[config.mk]
export PLATFORM = sky130hd
export DESIGN_NAME = sram_arbiter
export DESIGN_NICKNAME = d
export VERILOG_FILES = /design/src/rtl/sram_pkg.sv /design/src/rtl/sram_rr_arb2.sv /design/src/rtl/sram_arbiter.sv
export SDC_FILE = /design/constraint.sdc
export NUM_CORES = 1
export LEC_CHECK = 0
export ABC_CLOCK_PERIOD_IN_PS = 2900
export CORE_ASPECT_RATIO = 1.75
export CORE_UTILIZATION = 40
export DETAILED_ROUTE_END_ITERATION = 8
export PLACE_DENSITY = 0.8
export SETUP_SLACK_MARGIN = 0.2
export SLEW_MARGIN = 25
export SYNTH_ARGS = -nofsm -noshare
export SYNTH_HDL_FRONTEND = slang
export SYNTH_SLANG_ARGS = --single-unit
[constraint.sdc]
create_clock -name iCLK -period 2.9 [get_ports iCLK]
set_input_delay 0.29 -clock iCLK [delete_from_list [all_inputs] [get_ports iCLK]]
set_output_delay 0.29 -clock iCLK [all_outputs]
set_load 0.05 [all_outputs]
[src/rtl/sram_pkg.sv]
// sram_pkg: shared FSM states, port ids and default widths for the SRAM arbiter
package sram_pkg;
  typedef enum logic [1:0] {IDLE, ACCESS, RECOVER} state_t;
  localparam logic PORT_A = 1'b0;
  localparam logic PORT_B = 1'b1;
  localparam int ADDR_W = 18;
  localparam int DATA_W = 16;
endpackage

[src/rtl/sram_rr_arb2.sv]
// sram_rr_arb2: two-way round-robin chooser favouring the port that did not win last
module sram_rr_arb2
  import sram_pkg::*;
(
  input  logic req_a,
  input  logic req_b,
  input  logic last_grant,
  output logic valid,
  output logic winner
);
  assign valid  = req_a | req_b;
  assign winner = (req_a & req_b) ? ~last_grant : (req_b ? PORT_B : PORT_A);
endmodule

[src/rtl/sram_arbiter.sv]
// sram_arbiter: round-robin two-port sequencer driving the async SRAM wrapper strobes
module sram_arbiter
  import sram_pkg::*;
#(
  parameter int ADDR_W      = sram_pkg::ADDR_W,
  parameter int DATA_W      = sram_pkg::DATA_W,
  parameter int WAIT_CYCLES = 2
) (
  input  logic              iCLK,
  input  logic              iRST,
  input  logic              iA_REQ,
  input  logic              iA_WE,
  input  logic [ADDR_W-1:0] iA_ADDR,
  input  logic [1:0]        iA_BE_N,
  input  logic [DATA_W-1:0] iA_WDATA,
  output logic              oA_ACK,
  output logic [DATA_W-1:0] oA_RDATA,
  input  logic              iB_REQ,
  input  logic              iB_WE,
  input  logic [ADDR_W-1:0] iB_ADDR,
  input  logic [1:0]        iB_BE_N,
  input  logic [DATA_W-1:0] iB_WDATA,
  output logic              oB_ACK,
  output logic [DATA_W-1:0] oB_RDATA,
  output logic [ADDR_W-1:0] oSR_ADDR,
  output logic [1:0]        oSR_BE_N,
  output logic              oSR_CE_N,
  output logic              oSR_OE_N,
  output logic              oSR_WE_N,
  output logic [DATA_W-1:0] oSR_WDATA,
  input  logic [DATA_W-1:0] iSR_RDATA
);
  state_t state, state_n;
  logic [3:0] cnt;
  logic last_grant, cur_port, cur_we;
  logic arb_valid, arb_winner;
  logic grant, done;
  logic win_we;
  logic [ADDR_W-1:0] win_addr;
  logic [1:0] win_be_n;
  logic [DATA_W-1:0] win_wdata;

  sram_rr_arb2 u_arb (
    .req_a      (iA_REQ),
    .req_b      (iB_REQ),
    .last_grant (last_grant),
    .valid      (arb_valid),
    .winner     (arb_winner)
  );

  assign grant     = (state == IDLE) && arb_valid;
  assign done      = (state == ACCESS) && (cnt == 4'd0);
  assign win_we    = (arb_winner == PORT_B) ? iB_WE    : iA_WE;
  assign win_addr  = (arb_winner == PORT_B) ? iB_ADDR  : iA_ADDR;
  assign win_be_n  = (arb_winner == PORT_B) ? iB_BE_N  : iA_BE_N;
  assign win_wdata = (arb_winner == PORT_B) ? iB_WDATA : iA_WDATA;

  always_comb begin
    state_n = grant ? ACCESS : done ? RECOVER : (state == RECOVER) ? IDLE : state;
  end

  always_ff @(posedge iCLK) begin
    state <= iRST ? IDLE : state_n;
  end

  // ACK is a single-cycle pulse: set on the last strobe edge, cleared on the next
  always_ff @(posedge iCLK) begin
    if (iRST) begin
      oSR_ADDR   <= '0;
      oSR_WDATA  <= '0;
      oSR_BE_N   <= 2'b11;
      oSR_CE_N   <= 1'b1;
      oSR_OE_N   <= 1'b1;
      oSR_WE_N   <= 1'b1;
      oA_ACK     <= 1'b0;
      oB_ACK     <= 1'b0;
      oA_RDATA   <= '0;
      oB_RDATA   <= '0;
      cnt        <= '0;
      last_grant <= PORT_B;
      cur_port   <= PORT_A;
      cur_we     <= 1'b0;
    end else begin
      oA_ACK <= 1'b0;
      oB_ACK <= 1'b0;
      if (grant) begin
        oSR_ADDR   <= win_addr;
        oSR_BE_N   <= win_be_n;
        oSR_WDATA  <= win_wdata;
        oSR_CE_N   <= 1'b0;
        oSR_OE_N   <= win_we;
        oSR_WE_N   <= ~win_we;
        cnt        <= 4'(WAIT_CYCLES - 1);
        last_grant <= arb_winner;
        cur_port   <= arb_winner;
        cur_we     <= win_we;
      end else if (state == ACCESS) begin
        if (cnt != 4'd0) begin
          cnt <= cnt - 4'd1;
        end else begin
          oSR_CE_N <= 1'b1;
          oSR_OE_N <= 1'b1;
          oSR_WE_N <= 1'b1;
          oSR_BE_N <= 2'b11;
          oA_ACK   <= (cur_port == PORT_A);
          oB_ACK   <= (cur_port == PORT_B);
          if (!cur_we && cur_port == PORT_A) oA_RDATA <= iSR_RDATA;
          if (!cur_we && cur_port == PORT_B) oB_RDATA <= iSR_RDATA;
        end
      end
    end
  end
endmodule

Yosys cells after proc, flatten, opt, wreduce, memory -nomap -nowiden
Index checks and enable logic that the tools add are counted.

word-level totals
  register bits = 82
  bits in latches = 0
  RAM bits = 0
  bits in read-only memories = 0
  input bits = 94
  output and inout bits = 73
  word-level logic and storage cells = 68
  memories kept = 0

operators by class
  add/sub/neg operators = 1
  multipliers = 0
  divide/modulo/power cells = 0
  order comparisons = 0
  equality and inequality tests = 3
  shifts and indexed selects = 0
  muxes and demuxes = 20
  bitwise logic cells = 8
  reduce and logical (&&, ||, !) cells = 19

operators by type and width
  cell                                                                count
  18-bit two-way mux                                                  1
  16-bit two-way mux                                                  1
  1-bit two-way mux                                                   12
  2-bit two-way mux                                                   6
  4-bit AND reduction                                                 2
  1-bit NOT                                                           6
  2-bit AND reduction                                                 3
  2-bit nonzero test                                                  3
  1-bit logical AND                                                   4
  4-bit logical NOT                                                   1
  4-bit nonzero test                                                  1
  4-bit OR reduction                                                  1
  4-bit by 1-bit subtractor with 4-bit output, second input constant  1
  3-bit nonzero test                                                  1
  2-bit by 1-bit == test with 1-bit output, second input constant     1
  2-bit == test, second input constant                                1
  2-bit logical NOT                                                   1
  2-bit inequality test, second input constant                        1
  2-bit OR reduction                                                  1
  1-bit AND                                                           1
  1-bit logical NOT                                                   1
  1-bit OR                                                            1

Depth between registers and ports, before layout
  depth after elaboration = 5
  mapped depth = 8
  gate-level depth less buffers = 5

Cells and area by module
A second synthesis with hierarchy kept.

unflattened totals
  cells, all modules = 354
  area total of the unflattened synthesis = 3,387.0 um2

modules (own cells, without submodules)
  module        instances  cells each  area an instance (um2)  sequential area each (um2)
  sram_arbiter  1          352         3,373.2                 1,641.6
  sram_rr_arb2  1          2           13.8                    0.0

Worst setup path after synthesis
OpenSTA, ideal clock, no wires.

  kind = register to register
  from = register cnt[0]
  to = register oB_RDATA[11]
  library setup time = 119 ps
  data arrival time = 1,862 ps
  data required time = 2,781 ps
  slack = 919 ps
  stages on the path, launching flop included = 9
  path buffers = 3
  clock period less this slack = 1,981 ps
  cell sequence = dfxtp_1 -> inv_1 -> ha_1 -> or3b_1 -> buf_6 -> or4_4 -> buf_6 -> buf_12 -> mux2i_1

on the way
  word-level cells in the longest chain between the ends = 3

ends and longest elaborated chain
  element                               RTL line             source
  from (decl)                           sram_arbiter.sv:34   logic [3:0] cnt;
  from (signal assigned)                sram_arbiter.sv:93   cnt <= 4'(WAIT_CYCLES - 1);
  from (signal assigned)                sram_arbiter.sv:99   cnt <= cnt - 4'd1;
  4-bit nonzero test                    sram_arbiter.sv:98   if (cnt != 4'd0) begin
  1-bit NOT (no source line)            --
  4-bit AND reduction (no source line)  --
  to (signal assigned)                  sram_arbiter.sv:108  if (!cur_we && cur_port == PORT_B) oB_RDATA <= iSR_RDATA;
  to (decl)                             sram_arbiter.sv:24   output logic [DATA_W-1:0] oB_RDATA,

Every way passes these cells.
A chain may end at the register's enable or synchronous reset.

Final worst setup path
  from = register cnt[0]
  to = register oB_RDATA[7]

Same word-level chain as after synthesis.

==> flow_summary.ini <==
[worst_setup_path]
path_depth = 5
cp_top_family = simple AND/OR/NAND/NOR gates
critical_path.endpoint = oB_RDATA[7]
critical_path.n_buffers_inverters = 1
r2r_slack_ns = 0.82
critPathRequiredTime_ns = 3.10
timing.rr.start = cnt[0]
endpoint_kind = register
worstSetupPathType = reg -> reg
path_max_fanout = 14
cp-startpoint = cnt[0]
timing.rr.end = oB_RDATA[7]
max_stage_delay_ns = 0.69
start_kind = register
crit_chain = inv_1 > ha_1 > or3b_1 > or4_4 > mux2i_1
cp_data_arrival_time_ns = 2.29
crit_slowest_cell = or4_4
reg2reg_depth = 5

[finish]
drive_gt1_share_pct = 5.858
areaGrowthSynthToFinish_pct = 59.58
filler_cell_count = 643
area.sequential_mm2 = 0.001642
layout.nets = 570
stdcell_count = 568
antenna_cells = 0
multi_input_area_mm2 = 0.001516

[clocking]
clkSlewWorstSetupHoldPaths_ns = 0.06
buffers_inserted_by_post_cts_timing_repair = 0
cts_buffer_depth = 2
tritoncts_clock_tree = done
post_cts_resize_count = 0
worstSkewPairLatency_ns = 0.33
htree_num_levels = 3
tritoncts.num_buffers = 9
cts_hold_repair.buffers = 0
cts_root_buffer = clkbuf_16
clock_sink_count = 82

[placed_design]
dp_worst_setup_slack_ns = 0.8384
number_of_instances_in_the_placed_design = 554
place.port_buffers = 166
final_replace_weighted_congestion = 0.8790
hpwlAfterDp_mm = 6.544

[route]
routed-via-count = 2963
drtIter0Drc = 140
route.met3.wl_um = 882
drcViolationCount = 20
topRoutingLayerUsed = met4
drt-wirelength-per-cell_um = 15.42
dr_wl_met2_mm = 4.454
detail-route-antenna-nets = 0
vias_per_cell = 5.217
route.layer.met1.wl_mm = 3.160
drt_pre_antenna_iters = 7
wl_mm = 8.759

[synthesis]
synth_warnings = 0
syn_nets = 410
asyncSetResetFlopFracSynth_pct = 0
postSynthCellCount = 315
post_synth_instance_area_mm2 = 0.003303
postSynthAreaPerCell_um2 = 10.49
synth.lib_cells_used.distinct = 38
synth_register_bits = 82
number_of_flops_mapped_to_enable_cells_by_yosys = 0
synth.yosys.seq_area_share_pct = 49.70
synth_flop_cell = dfxtp_1

[outcome]
outcome = complete, but fails checks
failed_checks = DRC

[timing]
finalWorstSetupSlack_ns = 0.8150
relSlewSlack_pct = 59.64
timing.clock.skew_ns = 0.004724
hold_ws_ns = 0.4528
tns_ns = 0
rsz0062_at_grt = no
finalMaxSlewViolations = 0
report.final.hold_viol_count = 0
timing.final.crit_share_pct = 71.90
finalSetupViolations = 0
max_freq_mhz = 479.6
period_minus_slack_ns = 2.085
tightestPinTransition_ns = 0.6040

[floorplan]
die_w_um = 70.70
die_h_um = 122.2
core-area_mm2 = 0.007963
floorplan.initialDensity_pct = 41.48
boundaryPins = 167
full_die_area_mm2 = 0.008640
rows = 43

[job]
cap_viol_max_count = 0

[grt]
globalRoute.totalOverflow = 0
grt.total_usage_pct = 21.17
grt_max_degree = 49
first_global_vias = 3040
first_pass_grt_wire_length_mm = 14.17
antenna_found_initial = 0

[power]
vdd.ir_drop.worst_mv = 0.4128
power_density_mw_per_mm2 = 744.2
total_leakage_power_nw = 2.165

[min_path]
worst_hold_path.num_cells = 2
hp-class = reg -> reg
-- cell families after synthesis --
kind of cell | Yosys count | synth area share, %
buffers and inverters | 30 | 4.507
flip-flops | 82 | 49.70
adder cells (fa/ha/maj) | 1 | 0.3787
AND/OR/NAND/NOR | 76 | 10.87
AO/OA/AOI/OAI | 60 | 14.55
multiplexers | 66 | 20.00
-- where the power goes --
group	switching (W)	internal (W)	leakage (nW)
clock	0.000406	0.000586	0.134
sequential	0.000111	0.00131	0.671
combinational	0.000940	0.000573	1.36
total	0.00146	0.00247	2.16
-- layer usage --
metal | vias to the layer above | GRT usage [%]
met3 | 20 | 9.606
li1 | 1451 | -
met1 | 1337 | 21.21
met5 | - | 0
met2 | 155 | 37.08
met4 | 0 | 9.875
-- cells in the final DEF, fill, tap and decap left out, types with 4 or more instances in the layout --
cell type / netlist / layout
o32a_1: 4 / 4
buf_4: 1 / 4
nor3_1: 4 / 4
clkdlybuf4s50_1: 0 / 166
nor2_1: 4 / 4
o2bb2ai_1: 34 / 34
o21ai_0: 6 / 6
clkbuf_16: 0 / 9
mux2i_1: 66 / 66
nand2_1: 52 / 52
dfxtp_1: 82 / 82
inv_1: 8 / 8
a21oi_1: 6 / 5
clkinv_2: 0 / 4
-- cell usage after synthesis (2+ instances only) --
cell | count | area [um^2]
dfxtp_1 | 82 | 1642
mux2i_1 | 66 | 660.6
nand2_1 | 52 | 195.2
o2bb2ai_1 | 34 | 297.8
clkbuf_1 | 16 | 60.06
inv_1 | 8 | 30.03
a21oi_1 | 6 | 30.03
o21ai_0 | 6 | 30.03
nor2_1 | 4 | 15.01
nor3_1 | 4 | 20.02
o32a_1 | 4 | 40.04
or2_2 | 3 | 18.77
a221o_1 | 2 | 20.02
buf_6 | 2 | 22.52
nor2b_1 | 2 | 12.51
or4_2 | 2 | 17.52
-- worst min path at each step --
stage | start | endpoint
2_1_floorplan | iSR_RDATA[10] | oA_RDATA[10]
3_3_place_gp | oA_RDATA[3] | oA_RDATA[3]
3_5_place_dp | oSR_ADDR[11] | oSR_ADDR[11]
4_1_cts | oA_RDATA[5] | oA_RDATA[5]
5_1_grt | oA_RDATA[5] | oA_RDATA[5]
6_report | oA_RDATA[5] | oA_RDATA[5]
-- cell type report --
class	count	share of cell area [%]
Clock inverter	4	0.3798
Timing Repair Buffer	171	32.47
Tap cell	90	2.136
Inverter	8	0.5697
Clock buffer	10	4.534
Sequential cell	82	31.14
Multi-Input combinational cell	203	28.77
-- flip-flops by register name, indices dropped and copies added, names as in the netlist --
name and flops:
oSR_ADDR 18, oSR_CE_N 1, last_grant 1, cur_we 1
cur_port 1, oSR_WDATA 16, oSR_OE_N 1, oSR_BE_N 2
oSR_WE_N 1, state 2, cnt 4, oA_RDATA 16
oB_RDATA 16, oA_ACK 1, oB_ACK 1
-- metrics by stage --
stage,cell area (um^2),utilization (%),total power [W]
floorplan,3303,-,0.002417
global placement,5012,62.95,0.002926
detailed placement,5012,62.95,0.002950
CTS,5271,66.20,0.003961
global route,5271,66.20,0.004114
finish,5271,66.20,0.003923
-- worst register-to-register path: stages, from the launching register on --
cell and delay [ns]:
dfxtp_1 0.32, inv_1 0.09, ha_1 0.18, or3b_1 0.51, or4_4 0.69, mux2i_1 0.18
Power figures use the tool's default switching activity.
